`src/rtl/aes_sched_pkg.sv`:
```
// Shared types and constants for the AES block scheduler.
package aes_sched_pkg;

  typedef enum logic [2:0] {
    IDLE    = 3'd0,
    FETCH   = 3'd1,
    START   = 3'd2,
    ENCRYPT = 3'd3,
    DELIVER = 3'd4
  } sched_state_t;

  localparam int unsigned BLOCK_BYTES  = 16;
  localparam int unsigned SER_COOLDOWN = 18;
  localparam int unsigned COOL_W       = 5;

  typedef logic [127:0] aes_block_t;

endpackage

```
`src/rtl/aes_byte_packer.sv`:
```
// Collects 16 plaintext bytes MSB-first into one AES block; full strobes on the 16th byte.
module aes_byte_packer
  import aes_sched_pkg::*;
(
  input  logic       clk,
  input  logic       n_rst,
  input  logic       shift_en,
  input  logic [7:0] byte_in,
  output aes_block_t block,
  output logic       full
);

  aes_block_t block_r;
  logic [3:0] byte_cnt_r;

  // shift register and byte counter; counter wraps 15 -> 0 as the block completes
  always_ff @(posedge clk or negedge n_rst) begin
    if (!n_rst) begin
      block_r    <= '0;
      byte_cnt_r <= 4'd0;
    end else if (shift_en) begin
      block_r    <= {block_r[119:0], byte_in};
      byte_cnt_r <= byte_cnt_r + 4'd1;
    end else begin
      block_r    <= block_r;
      byte_cnt_r <= byte_cnt_r;
    end
  end

  assign block = block_r;
  assign full  = shift_en && (byte_cnt_r == 4'(BLOCK_BYTES - 1));

endmodule

```
`config.mk`:
```
export PLATFORM = sky130hd
export DESIGN_NAME = aes_byte_packer
export DESIGN_NICKNAME = d
export VERILOG_FILES = /design/src/rtl/aes_sched_pkg.sv /design/src/rtl/aes_byte_packer.sv
export SDC_FILE = /design/constraint.sdc
export NUM_CORES = 1
export LEC_CHECK = 0
export ABC_AREA = 1
export CAP_MARGIN = 20
export CORE_MARGIN = 2
export CORE_UTILIZATION = 43
export CTS_BUF_LIST = sky130_fd_sc_hd__clkbuf_4 sky130_fd_sc_hd__clkbuf_8 sky130_fd_sc_hd__clkbuf_16
export DETAILED_ROUTE_END_ITERATION = 7
export GPL_TIMING_DRIVEN = 0
export PLACE_DENSITY = 0.76
export SLEW_MARGIN = 10
export SYNTH_ARGS = -nofsm -noshare
export SYNTH_HDL_FRONTEND = slang
export SYNTH_SLANG_ARGS = --single-unit
```
`constraint.sdc`:
```
create_clock -name clk -period 1.1 [get_ports clk]
set_clock_uncertainty 0.15 [all_clocks]
set_input_delay 0.275 -clock clk [delete_from_list [all_inputs] [get_ports clk]]
set_output_delay 0.275 -clock clk [all_outputs]
set_load 0.02 [all_outputs]
```
==> impl_metrics.json, run 1 <==
{
  "status": "finished, violations left",
  "failed_checks": "negative hold slack, negative setup slack",
  "finish.utilization_pct": 71.66,
  "cp_max_fo": 2,
  "worstSetupPathType": "reg2out",
  "vdd_ir_drop_max_mv": 1.050,
  "ant_nets": 0,
  "syn-num-nets": 515,
  "placed_area_mm2": 0.006684,
  "fp.dieH_um": 112.7,
  "grt_overflow": 0,
  "synth_top_cell_area_share_pct": 64.98,
  "clock_sinks": 132,
  "grt_first_pass_wirelength_mm": 22.45,
  "cts_buffers": 17,
  "synth_top_area_cell": "dfrtp_1",
  "rows": 39,
  "maxSlewViolCount": 0,
  "htreeDepth": 4,
  "grt_usage_pct": 22.65,
  "stdcell_area_mm2": 0.008218,
  "yosysMostFrequentCell": "dfrtp_1",
  "tightest_slew_ns": 0.6359,
  "yosys-top-cells-count": "132 x dfrtp_1, 75 x nand2_1, 73 x inv_1, 61 x o21ai_0, 59 x nor2_1",
  "fin_crit_sh_pct": 162.1,
  "synth-seq-cells": 132,
  "max-clock-path-buffers": 2,
  "drt-initial-drc-count": 282,
  "setup_tns_ns": -35.57,
  "routabilityCongestion": 0.8097,
  "finalNonFillerCells": 917,
  "antenna_cells": 0,
  "drive_gt1_share_pct": 38.63,
  "num_vias": 4471,
  "required_ns": 0.67,
  "hp-class": "in2async",
  "avgViaCountPerCell": 4.876,
  "finalHoldViolations": 65,
  "area_growth_pct": 61.65,
  "dp_slack_ns": -0.8369,
  "synth-main-ff-cell": "dfrtp_1",
  "synth_warnings": 0,
  "die_w_um": 112.7,
  "r2r_cells": 5,
  "root_buffer": "clkbuf_16",
  "routed_wl_mm": 14.24,
  "wl_per_cell_um": 15.53,
  "hold_ws_ns": -0.3253,
  "async_flop_share_pct": 100.0,
  "rsz0062_at_grt": "true",
  "p_leak_nw": 4.128,
  "cp-start-kind": "flop",
  "cp_data_arrival_time_ns": 1.36,
  "port_buffers": 138,
  "clk_latency_ns": 0.41,
  "ys_types": 17,
  "tritoncts": "built",
  "avgSynthCellArea_um2": 10.11,
  "synth_edf_count": 0,
  "p_per_area_mw_per_mm2": 2003,
  "die_area_mm2": 0.01271,
  "fin_crit_ns": 1.783,
  "grt_max_degree": 68,
  "maxCapViolCount": 0,
  "power.total_mw": 16.46,
  "relSlewSlack_pct": 57.61,
  "antenna_found_initial": 0,
  "nNetsFinal": 773,
  "first_global_vias": 4551,
  "synth-seq-area-share_pct": 64.98,
  "finalSetupViolations": 131,
  "end_kind": "primary output",
  "ioPinCount": 140,
  "fin_ws_ns": -0.6829,
  "initial_core_util_pct": 44.33,
  "syn_inst": 503,
  "clk_pin_slew_ns": 0.06,
  "dp_hpwl_mm": 8.903,
  "core_area_mm2": 0.01147,
  "netlist_area_mm2": 0.005084,
  "route.detailed.drc": 0,
  "synth_area_leaders": "dfrtp_1 65%, o21ai_0 6.0%, a21oi_1 5.7%",
  "fmax_mhz": 560.9,
  "dp.cells": 785,
  "firstDrtPassIters": 5
}
-- critical path, cell delays in order, from the launching register on --
cell and delay (ns):
dfrtp_1 0.38, ha_1 0.17, nand2_2 0.07, nor3b_4 0.18, buf_6 0.14
-- flip-flops by register name, summed over array words and instances, names as in the netlist --
name and cells:
block 128, byte_cnt_r 4
-- repair_timing --
action / in CTS / in global routing
buffers inserted: 71 / 29
setup endpoints to repair: 131 / 132
gates resized for setup: 775 / 20
cloned: 0 / 0
pin swaps: 1 / 0
endpoints found under the hold margin: 65 / 65
-- logic make-up (layout without fill, tap and decap cells) --
| family | count (synthesis) | in the layout | share of synthesized area (%) |
|---|---|---|---|
| buf+inv | 102 | 373 | 11.40 |
| simple gates | 136 | 136 | 10.16 |
| flops | 132 | 132 | 64.98 |
| fa+ha+maj | 1 | 1 | 0.2461 |
| compound gates | 130 | 130 | 12.87 |
| xor+xnor | 2 | 2 | 0.3446 |
-- report_power, final --
| group | switching [mW] | internal [mW] | total (mW) |
|---|---|---|---|
| clock | 2.08 | 3.54 | 5.63 |
| sequential | 0.606 | 5.60 | 6.20 |
| combinational | 2.27 | 2.36 | 4.63 |
| total | 4.96 | 11.5 | 16.5 |
-- cell type report --
type / instances / area (µm²)
Fill cell: 777 / 3249
Clock buffer: 21 / 474.2
Timing Repair Buffer: 239 / 2322
Multi-Input combinational cell: 269 / 1234
Tap cell: 143 / 178.9
Clock inverter: 11 / 126.4
Inverter: 73 / 274.0
Buffer: 29 / 305.3
Sequential cell: 132 / 3303
-- worst paths after layout --
check	startpoint	endpoint	slack, ns
worst max-delay path	byte_cnt_r[0]	full	-0.68
worst min-delay path	n_rst	block[15]	-0.33
worst max register to register	byte_cnt_r[0]	byte_cnt_r[2]	-0.17
worst min register to register	byte_cnt_r[3]	byte_cnt_r[3]	0.35
max in group asynchronous	n_rst	block[84]	0.36
min in group clk	shift_en	block[127]	0.18
-- cell usage in the layout (no fill, tap or decap), types with 3 or more instances in the layout --
master / instances
a21oi_1: 57
nor2_2: 4
buf_4: 101
o21ai_0: 50
buf_6: 142
clkdlybuf4s50_1: 8
nand2_2: 4
dfrtp_1: 132
buf_12: 6
inv_1: 71
buf_2: 4
clkinvlp_4: 4
nor2_1: 55
clkbuf_1: 6
clkbuf_16: 17
o21ai_1: 21
nand2_1: 72
clkbuf_8: 3
-- layer usage --
layer  vias up  wire (µm)  GRT usage, %
met1      2218       5848         28.20
met2       148       7294         38.04
met3        14        964         7.874
met4         0        133         5.935
li1       2091          -             -
met5         -          0             0
(Power assumes the default switching activity.)
==> inputs of run 2 (changes only) <==
--- a/config.mk
+++ b/config.mk
@@ -7,9 +7,11 @@
 export LEC_CHECK = 0
 export ABC_AREA = 1
 export CAP_MARGIN = 20
+export CORE_ASPECT_RATIO = 0.7
 export CORE_MARGIN = 2
 export CORE_UTILIZATION = 43
 export CTS_BUF_LIST = sky130_fd_sc_hd__clkbuf_4 sky130_fd_sc_hd__clkbuf_8 sky130_fd_sc_hd__clkbuf_16
+export CTS_CLUSTER_SIZE = 12
 export DETAILED_ROUTE_END_ITERATION = 7
 export GPL_TIMING_DRIVEN = 0
 export PLACE_DENSITY = 0.76
==> impl_metrics.json, run 2 (synthesized netlist as in run 1, its figures left out) <==
{
  "required_ns": 0.67,
  "r2r_cells": 6,
  "finalSetupViolations": 131,
  "largest_reg_flops": 128,
  "cts_buffers": 17,
  "maxSlewViolCount": 0,
  "finalNonFillerCells": 938,
  "root_buffer": "clkbuf_16",
  "rows": 33,
  "power.total_mw": 17.08,
  "n_fill_cell": 790,
  "area_growth_pct": 64.39,
  "htreeDepth": 4,
  "fin_crit_ns": 1.769,
  "maxCapViolCount": 0,
  "dp.cells": 799,
  "grt_usage_pct": 23.61,
  "status": "finished, violations left",
  "grt_overflow": 0,
  "r2r-end": "byte_cnt_r[2]",
  "dp_hpwl_mm": 9.101,
  "p_sw_share_pct": 30.24,
  "fin_crit_sh_pct": 160.8,
  "relSlewSlack_pct": 62.25,
  "stdcell_area_mm2": 0.008357,
  "p_seq_share_pct": 36.4,
  "clk_latency_ns": 0.41,
  "p_per_area_mw_per_mm2": 2044,
  "drt-initial-drc-count": 256,
  "final_common_cell": "buf_6",
  "antenna_found_initial": 0,
  "hp-class": "in2async",
  "wl_per_cell_um": 15.86,
  "cp_data_arrival_time_ns": 1.34,
  "failed_checks": "negative hold slack, negative setup slack",
  "drive_gt1_share_pct": 39.56,
  "num_vias": 4565,
  "fmax_mhz": 565.4,
  "r2r_setup_slack_ns": -0.21,
  "intPower_mw": 11.92,
  "die_area_mm2": 0.01272,
  "fin_ws_ns": -0.6685,
  "cp_max_fo": 2,
  "combPwrFrac_pct": 28.4,
  "routabilityCongestion": 0.8101,
  "r2r_start": "byte_cnt_r[0]",
  "finish.utilization_pct": 72.03,
  "nNetsFinal": 780,
  "initial_core_util_pct": 43.82,
  "routed_wl_mm": 14.87,
  "cp-start-kind": "flop",
  "p_leak_nw": 4.195,
  "p_switching_mw": 5.164,
  "slowest_stage": "dfrtp_1",
  "ant_nets": 0,
  "startpoint": "byte_cnt_r[0]",
  "hold_ws_ns": -0.3191,
  "worstSetupPathType": "reg2out",
  "rsz0062_at_grt": "true",
  "end_kind": "primary output",
  "final_cell_mix": "144 x buf_6, 132 x dfrtp_1, 106 x buf_4",
  "clock_sinks": 132,
  "grt_first_pass_wirelength_mm": 23.09,
  "crit_path_end": "full",
  "antenna_cells": 0,
  "clock_power_share_pct": 35.2,
  "firstDrtPassIters": 5,
  "ioPinCount": 140,
  "avgViaCountPerCell": 4.867,
  "vdd_ir_drop_max_mv": 1.214,
  "first_global_vias": 4611,
  "clk_pin_slew_ns": 0.06,
  "regArea_mm2": 0.003303,
  "placed_area_mm2": 0.006701,
  "max-clock-path-buffers": 2,
  "slowest_delay_ns": 0.40,
  "route.detailed.drc": 0,
  "grt_max_degree": 73,
  "tritoncts": "built",
  "finalHoldViolations": 60,
  "port_buffers": 138,
  "tightest_slew_ns": 0.5662,
  "cp_cell_sequence": "ha_4, nand2_4, nor3b_4, buf_6",
  "multiInputGateArea_mm2": 0.001264,
  "core_area_mm2": 0.01160,
  "die_w_um": 134.0,
  "fp.dieH_um": 94.97
}
==> run 2: cell types whose count changed in the layout (fill, tap and decap cells not counted), moves of 3 or more <==
cell / previous run / this run
nand2_2: 4 / 1
buf_4: 101 / 106
clkbuf_8: 3 / 0
o21ai_0: 50 / 53
o21ai_1: 21 / 17
clkinv_4: 2 / 5
==> run 2: how the worst min path moves through the flow <==
stage	endpoint	start	cells past startpoint	slack, ns
floorplan	block[0]	n_rst	0	-0.17
global placement	byte_cnt_r[3]	byte_cnt_r[3]	2	0.34
detailed placement	block[122]	n_rst	1	0.13
CTS	block[122]	n_rst	1	-0.31
global route	block[122]	n_rst	1	-0.29
finish	block[122]	n_rst	1	-0.32
==> run 2: worst max-delay path: cells and delay by family (launching register included) <==
kind	cells	cell delay [ns]
and+or+nand+nor	2	0.24
DFF	1	0.40
adders and majority gates	1	0.16
buffers and inverters	1	0.14
==> run 2: metrics by stage <==
step / TNS (ns) / worst slack [ns]
floorplan: -0.2273 / -0.2064
global placement: -740.57 / -5.267
detailed placement: -55.62 / -0.8219
CTS: -36.46 / -0.6717
global route: -39.52 / -0.7399
finish: -35.17 / -0.6685
==> run 2: what timing repair did <==
item	CTS	global route
buffers inserted	77	30
endpoints found under the setup margin	131	132
resized for setup	778	23
hold endpoints to repair	60	60
pin swaps	1	0
==> run 2: routing by layer <==
metal	vias to the layer above	global-route usage [%]	wire [µm]
met5	-	0	0
met4	0	6.738	125
met3	12	7.354	1237
met2	180	37.44	7074
met1	2269	31.68	6437
li1	2104	-	-
==> run 2: power by group through the flow <==
| stage | clock network (mW) | logic (mW) | registers, mW |
|---|---|---|---|
| final | 6.01 | 4.85 | 6.21 |
| after global routing | 6.31 | 5.20 | 6.29 |
| after CTS | 6.07 | 4.51 | 6.19 |
| after detailed placement | 0 | 3.59 | 6.22 |
| after global placement | 0 | 3.49 | 6.19 |
| after floorplan | 0 | 0.949 | 6.94 |
==> run 2: final cells by class <==
type                       instances  area share [%]
buffer                            29           3.653
clock buffer                      17           5.091
clock inverter                    15           2.470
inverter                          73           3.279
multi-input combinational        269           15.12
sequential                       132           39.53
tap                              157           2.351
timing repair buffer             246           28.51
==> patch: new RTL, config.mk and constraints of run 1 <==
Make the reset (`n_rst`) synchronous in one clocked block.
--- a/src/rtl/aes_byte_packer.sv
+++ b/src/rtl/aes_byte_packer.sv
@@ -16,3 +16,3 @@
   // shift register and byte counter; counter wraps 15 -> 0 as the block completes
-  always_ff @(posedge clk or negedge n_rst) begin
+  always_ff @(posedge clk) begin
     if (!n_rst) begin
Formal check against the unedited RTL: differs if n_rst is asserted again (counterexample within 4 cycles, from zero or initial values and one cycle with n_rst low); with n_rst held inactive, the same outputs for 10 cycles.
==> patch against run 1 <==
- the flow still finishes with violations (negative hold slack, negative setup slack)
- utilization rose by 5.2 points
- setup slack improved by 69 ps
- design area is 1.4% higher
- sequential cell count did not move
- total power decreased by 17%
- global-route usage increased by 2.4 points
- die area decreased by 6.1%
- maximum frequency up 4.0%
- register-to-register slack improved by 150 ps
- synthesized area fell by 6.3%
- wire length is 5.3% higher
- count of clock-buffer cells in the layout down 4
- critical path type unchanged
- largest power group is now the clock network
- highest routed layer unchanged
==> patch: results (changes against run 1) <==
Critical path
  – Worst reg2reg setup slack: -20 ps (+150 ps)
  – Slowest cell on crit path: dfxtp_4
  – FF-to-FF path depth: 4 (-1)
  – Crit-path max FO: 3 (+1)

Global routing
  – Vias in the first global route: 4977 (+9.4%)
  – Gr usage total: 0.251 (+0.0244)
  – M1 GR Usage: 0.283 (+0.000678)
  – First-pass GRT wire length: 23.3 mm (+3.9%)
  – Met3 usage in global routing: 0.0592 (-0.0196)

Yosys
  – Adder-Cell Fraction of Synth Area: 0.00263 (+0.000166)
  – Yosys cell types: 15 (-2)
  – Post-synth ARST share: 0 (-1.00)
  – Register area share after synthesis: 0.555 (-0.0949)
  – Post-synth top cells: 225 x nor2_1, 132 x dfxtp_1, 129 x o21ai_0
  – Synthesized net count: 592 (+15%)
  – Dominant cells by area after synthesis: dfxtp_1 55%, nor2_1 18%, o21ai_0 14%
  – Main combinational cell family by area after synthesis: simple AND/OR/NAND/NOR gates

Finish
  – Layout fillers: 671 (-14%)
  – # nets final: 883 (+14%)

Detailed routing
  – Starting DRT DRC Count: 322 (+14%)
  – Vias per cell: 4.89 (+0.36%)
  – Final WL: 15.0 mm (+5.3%)

Placed design
  – Port-buffer cells: 137 (-0.72%)
  – HPWL after DPL: 8.73 mm (-1.9%)

Clock network
  – Root Buffer: clkbuf_8
  – Worst skew pair latency: 500 ps (+90 ps)

Outcome
  – Violated checks: negative hold slack, negative setup slack
  – Status: finished, violations left

Min path
  – Hold WC Path Type: primary input to flop

STA
  – Setup ws final: -614 ps (+69.1 ps)
  – Final setup viols: 130 (-0.76%)
  – Setup_tns: -36600 ps (-1030 ps)
  – Relative slew slack: 0.731 (+0.154)
  – Hold WS: -30.8 ps (+295 ps)
  – Hold violation count in the final report: 12 (-82%)

Power
  – Worst vdd ir: 1.23 mV (+17%)
==> patch: kinds of logic after synthesis <==
kind of cell	count (synthesis)
simple gates	272
compound gates	130
flops	132
buf+inv	45
fa+ha+maj	1
==> patch: area by class of cell <==
class / instances / share of cell area
flip-flops and latches: 132 / 0.337
repair buffers: 272 / 0.307
multi-input cells: 403 / 0.219
clock buffers: 17 / 0.0497
plain buffers: 43 / 0.0413
clock inverters: 13 / 0.0239
well taps: 140 / 0.0210
inverters: 2 / 0.00120
==> patch: worst max-delay path: cells and delay by family, from the launching register on <==
| family | cells | cell delay [ps] |
|---|---|---|
| fa+ha+maj | 1 | 140 |
| flops | 1 | 370 |
| buf+inv | 1 | 120 |
| simple gates | 2 | 160 |
==> patch: how the worst max path moves through the flow <==
stage	depth (start not counted)	endpoint	slack, ps
2_1_floorplan	3	full	-90
3_3_place_gp	5	full	-690
3_5_place_dp	5	full	-690
4_1_cts	4	full	-640
5_1_grt	4	full	-660
6_report	4	full	-610
==> patch: per-layer routing <==
metal,wire length (um),vias to the layer above
met3,909,32
li1,-,2439
met5,0,-
met1,5890,2345
met4,321,0
met2,7870,185
==> patch: per-stage QoR <==
stage	cell area [um^2]	cells	worst slack, ps
global route	8330	1022	-661
CTS	8190	1004	-638
detailed placement	6340	857	-692
global placement	6340	857	-692
floorplan	4800	580	-88.0
finish	8330	1022	-614
==> patch: repair_timing <==
item	CTS	global route
setup buffers	114	16
endpoints found under the hold margin	38	4
hold buffers	3	2
gates resized for setup	907	11
endpoints found under the setup margin	129	133
pin swaps	2	0
==> patch: power groups by stage <==
stage,Clock (uW),Combinational (uW),Sequential (uW)
2_1_floorplan,0,643,5750
3_3_place_gp,0,1730,5430
3_5_place_dp,0,1760,5440
4_1_cts,5940,2290,5390
5_1_grt,6170,2570,5420
6_report,5900,2390,5400
